### config.mk
export PLATFORM = sky130hd
export DESIGN_NAME = mux_channel_scanner
export DESIGN_NICKNAME = d
export VERILOG_FILES = /design/src/rtl/mux_channel_scanner.sv
export SDC_FILE = /design/constraint.sdc
export NUM_CORES = 1
export LEC_CHECK = 0
export ABC_AREA = 0
export CORE_ASPECT_RATIO = 0.5
export CORE_UTILIZATION = 29
export DETAILED_ROUTE_END_ITERATION = 6
export PLACE_DENSITY_LB_ADDON = 0.3
export SLEW_MARGIN = 10
export SYNTH_ARGS = -nofsm -noshare
export SYNTH_HDL_FRONTEND = slang
export SYNTH_SLANG_ARGS = --single-unit
### constraint.sdc
create_clock -name i_clk -period 2.7 [get_ports i_clk]
set_input_delay 0.675 -clock i_clk [delete_from_list [all_inputs] [get_ports i_clk]]
set_output_delay 0.675 -clock i_clk [all_outputs]
set_load 0.005 [all_outputs]
### src/rtl/mux_channel_scanner.sv
// mux_channel_scanner: scans the enabled channels of a 4:1 mux in ascending order and publishes the Y captured at the end of each channel's dwell
module mux_channel_scanner #(
    parameter int SETTLE_CYCLES = 2,
    parameter int CNT_W         = 4
) (
    input  logic       i_clk,
    input  logic       i_rst,
    input  logic       i_start,
    input  logic [3:0] i_mask,
    input  logic       i_mux_y,
    output logic [1:0] o_address,
    output logic [3:0] o_sample,
    output logic       o_valid,
    output logic       o_busy
);
    typedef enum logic [1:0] {IDLE, SCAN, DONE} state_t;

    state_t           r_state, w_state_nxt;
    logic [3:0]       r_mask, r_shadow, r_sample, w_shadow_nxt, w_pending;
    logic [CNT_W-1:0] r_cnt, w_cnt_nxt;
    logic [1:0]       r_address, w_addr_nxt, w_low;
    logic             r_valid, r_busy, w_capture;

    assign w_pending = (r_state == IDLE) ? i_mask : r_mask & (4'b1110 << r_address);
    assign w_low     = w_pending[0] ? 2'd0 : w_pending[1] ? 2'd1 : w_pending[2] ? 2'd2 : 2'd3;
    assign w_capture = (r_state == SCAN) && (r_cnt == CNT_W'(SETTLE_CYCLES - 1));

    always_comb begin
        w_state_nxt  = r_state;
        w_addr_nxt   = r_address;
        w_cnt_nxt    = r_cnt;
        w_shadow_nxt = r_shadow;
        case (r_state)
            IDLE: if (i_start) begin
                w_cnt_nxt    = '0;
                w_shadow_nxt = '0;
                w_state_nxt  = (w_pending != 4'd0) ? SCAN : DONE;
                w_addr_nxt   = (w_pending != 4'd0) ? w_low : r_address;
            end
            SCAN: if (w_capture) begin
                w_shadow_nxt[r_address] = i_mux_y;
                w_cnt_nxt               = '0;
                w_state_nxt             = (w_pending != 4'd0) ? SCAN : DONE;
                w_addr_nxt              = (w_pending != 4'd0) ? w_low : r_address;
            end else begin
                w_cnt_nxt = r_cnt + 1'b1;
            end
            default: w_state_nxt = IDLE;
        endcase
    end

    always_ff @(posedge i_clk) begin
        if (i_rst) begin
            r_state   <= IDLE;
            r_address <= '0;
            r_cnt     <= '0;
            r_shadow  <= '0;
            r_mask    <= '0;
            r_sample  <= '0;
            r_valid   <= 1'b0;
            r_busy    <= 1'b0;
        end else begin
            r_state   <= w_state_nxt;
            r_address <= w_addr_nxt;
            r_cnt     <= w_cnt_nxt;
            r_shadow  <= w_shadow_nxt;
            r_valid   <= (w_state_nxt == DONE);
            r_busy    <= (w_state_nxt != IDLE);
            if (r_state == IDLE && i_start)
                r_mask <= i_mask;
            // shadow only ever holds bits of scanned channels, so it is already masked
            if (w_state_nxt == DONE)
                r_sample <= w_shadow_nxt;
        end
    end

    assign o_address = r_address;
    assign o_sample  = r_sample;
    assign o_valid   = r_valid;
    assign o_busy    = r_busy;
endmodule

==> results by group <==
Status
  – Status: finished, final reports clean

Floorplanning
  – Initial Utilization: 32.20%
  – IO Pins: 16
  – Die Wd: 85.91 um
  – Full die area: 3776 um2
  – Placeable Area: 3171 um2
  – Row count: 14
  – Die Y: 43.96 um

Setup path
  – Reg2reg setup slack: 530 ps
  – Worst Setup Start Kind: primary input
  – Crit Path Class: primary input to register
  – Critical Path Fanout Max: 6
  – Data arrival, critical path: 2620 ps
  – CP required: 2860 ps
  – CP Capture Type: register

Global routing
  – Global route total overflow: 0
  – First-pass GRT wire length: 3629 um
  – Antenna violations before repair: 0
  – Vias in the first global route: 770
  – Global-route usage over all layers: 12.97%
  – Largest net degree at the start of global routing: 14

CTS
  – Post-CTS sizing: 0
  – Root buf cell: clkbuf_8
  – Clock Pin Slew Worst Setup and Hold Paths: 80 ps
  – CTS Hold Bufs: 0
  – H-tree levels: 1
  – CTS max path bufs: 2
  – Clk Latency, worst-skew pair: 270 ps
  – Number of CTS-inserted buffers: 3
  – TritonCTS clock tree: done
  – Clock Sinks: 21
  – Postcts setup bufs: 0

Synth
  – Netlist Area Pre-Place: 1021 um2
  – Mapped Cells: 108
  – Post-synthesis simple-gate area fraction: 31.37%
  – Post-synthesis mux area share: 9.559%
  – Register area share after synthesis: 41.18%
  – Seq cells post-synth: 21
  – EDFF count, synth: 0
  – Ys Warns: 0
  – Synth async-reset ratio: 0%
  – Top_reg_cell synth: dfxtp_1
  – XOR/XNOR share of the synthesized area: 0%
  – Largest family of logic cells by synthesized area: simple AND/OR/NAND/NOR gates
  – Mean Syn Cell Area: 9.454 um2
  – Synth Area in Compound Gates: 13.24%
  – Adder-Cell Fraction of Synth Area: 2.451%
  – Synthesized Nets: 118
  – Post-synth cell types: 36

STA
  – Slew margin rel.: 67.40%
  – RSZ-0062 raised after global routing: no
  – Hold Violations, Final: 0
  – Max Slew Vio Count: 0
  – Final WS setup: 246.0 ps
  – Worst-margin pin slew: 487.9 ps
  – Layout Skew: 6.843 ps
  – Clock period minus worst slack: 2454 ps
  – Fmax: 407.5 MHz
  – Tcrit/Tclk final: 90.89%
  – Setup tns final: 0 ps
  – Final setup fails: 0

Flow run
  – Max_cap viols: 0

Final layout
  – Syn-to-layout area delta: 27.94%
  – Nets: 140
  – Share of layout cells above drive strength 1: 16.28%
  – Fin area: 1306 um2
  – Antenna Cells: 0
  – Fillers: 329

Placed design
  – Placed Area: 1257 um2
  – Pre-CTS WS: -42.99 ps
  – Final HPWL DP: 1658 um
  – PortBufs: 15
  – Final GP Congestion: 0.8003

Routing
  – First-pass iteration count of the detailed router: 4
  – DRT antenna net count: 0
  – Routed len/inst: 12.48 um
  – Initial DRC Count: 34
  – Via count: 829
  – Drc violations: 0
  – Vias per cell: 4.684
  – Total Routed Length: 2209 um

Power
  – Total Power: 706.2 uW
  – Peak VDD IR: 225.9 uV
  – Pwr/cell area: 540.6 nW/um2
  – Lkg Pwr: 0.0004845 uW

Worst hold path
  – Hold WC Path Type: register to register
[registers in the layout (all words and copies together), names as in the netlist]
register / count
o_sample: 4
r_cnt: 4
r_shadow: 4
r_mask: 3
o_address: 2
r_state: 2
o_busy: 1
o_valid: 1
[through the flow]
stage               hold WS [ps]  utilization (%)  cells
floorplan                  449.9                -    108
global placement           470.9            39.66    173
detailed placement         472.5            39.66    173
CTS                        486.9            41.20    177
global route               554.2            41.20    177
finish                     489.7            41.20    177
[cell type report]
class	instances	area, um2	share of cell area, %
Multi-Input combinational cell	81	578.1	44.25
Sequential cell	21	420.4	32.18
Timing Repair Buffer	20	187.7	14.37
Tap cell	48	60.06	4.598
Clock buffer	3	41.29	3.161
Inverter	3	11.26	0.8621
Clock inverter	1	7.507	0.5747
[worst paths after layout]
| kind | startpoint | end | cells past startpoint |
|---|---|---|---|
| worst max register to register | r_cnt[0] | o_sample[0] | 5 |
| worst min register to register | r_mask[3] | r_mask[3] | 2 |
| worst min-delay path | r_mask[3] | r_mask[3] | 2 |
| worst max-delay path | i_mask[1] | o_sample[3] | 5 |
[cells in the mapped netlist, types with 2 or more instances]
cell type / count / share of area [%]
dfxtp_1: 21 / 41
nor2_1: 8 / 2.9
nor2b_1: 8 / 4.9
a21oi_1: 7 / 3.4
mux2_2: 6 / 6.6
nand2b_1: 5 / 3.1
nand2_1: 4 / 1.5
nor3_1: 4 / 2.0
clkbuf_1: 3 / 1.1
inv_1: 3 / 1.1
mux2i_1: 3 / 2.9
nand3_1: 3 / 1.5
and3b_1: 2 / 1.7
ha_1: 2 / 2.5
nand3b_1: 2 / 1.5
nand4b_1: 2 / 1.7
o21ai_0: 2 / 0.98
o21bai_1: 2 / 1.5
o311ai_0: 2 / 1.7
or3b_2: 2 / 1.7
or4_1: 2 / 1.5
[power breakdown]
group	switching (uW)	leakage, uW	internal [uW]	total (uW)
combinational	70.2	0.000292	75.9	146
sequential	21.8	0.000171	326	348
clock	108	0.0000217	104	212
[kinds of logic after synthesis]
group | after synthesis
simple gates | 51
buf+inv | 6
fa+ha+maj | 2
compound gates | 19
mux | 9
flops | 21
[cells in the final DEF (no fill, tap or decap), types with 4 or more instances in the layout]
| master | count |
|---|---|
| a21oi_1 | 7 |
| nand2_1 | 4 |
| mux2_2 | 6 |
| clkdlybuf4s50_1 | 15 |
| nor2b_1 | 8 |
| nor2_1 | 8 |
| nor3_1 | 4 |
| buf_4 | 5 |
| dfxtp_1 | 21 |
| nand2b_1 | 5 |
[routing by layer]
layer  track usage, %  wire length (um)  up-vias
met5                0                 0        -
met4            5.000                36        0
met3            4.762                89        5
met2            18.25               827       11
met1            18.01              1256      382
li1                 -                 -      431
[critical path, stage by stage]
cell and delay, ps:
clkdlybuf4s50_1 430, or4_4 540, or3_4 360, a21boi_4 250, mux2_2 360
(Power assumes the default switching activity.)
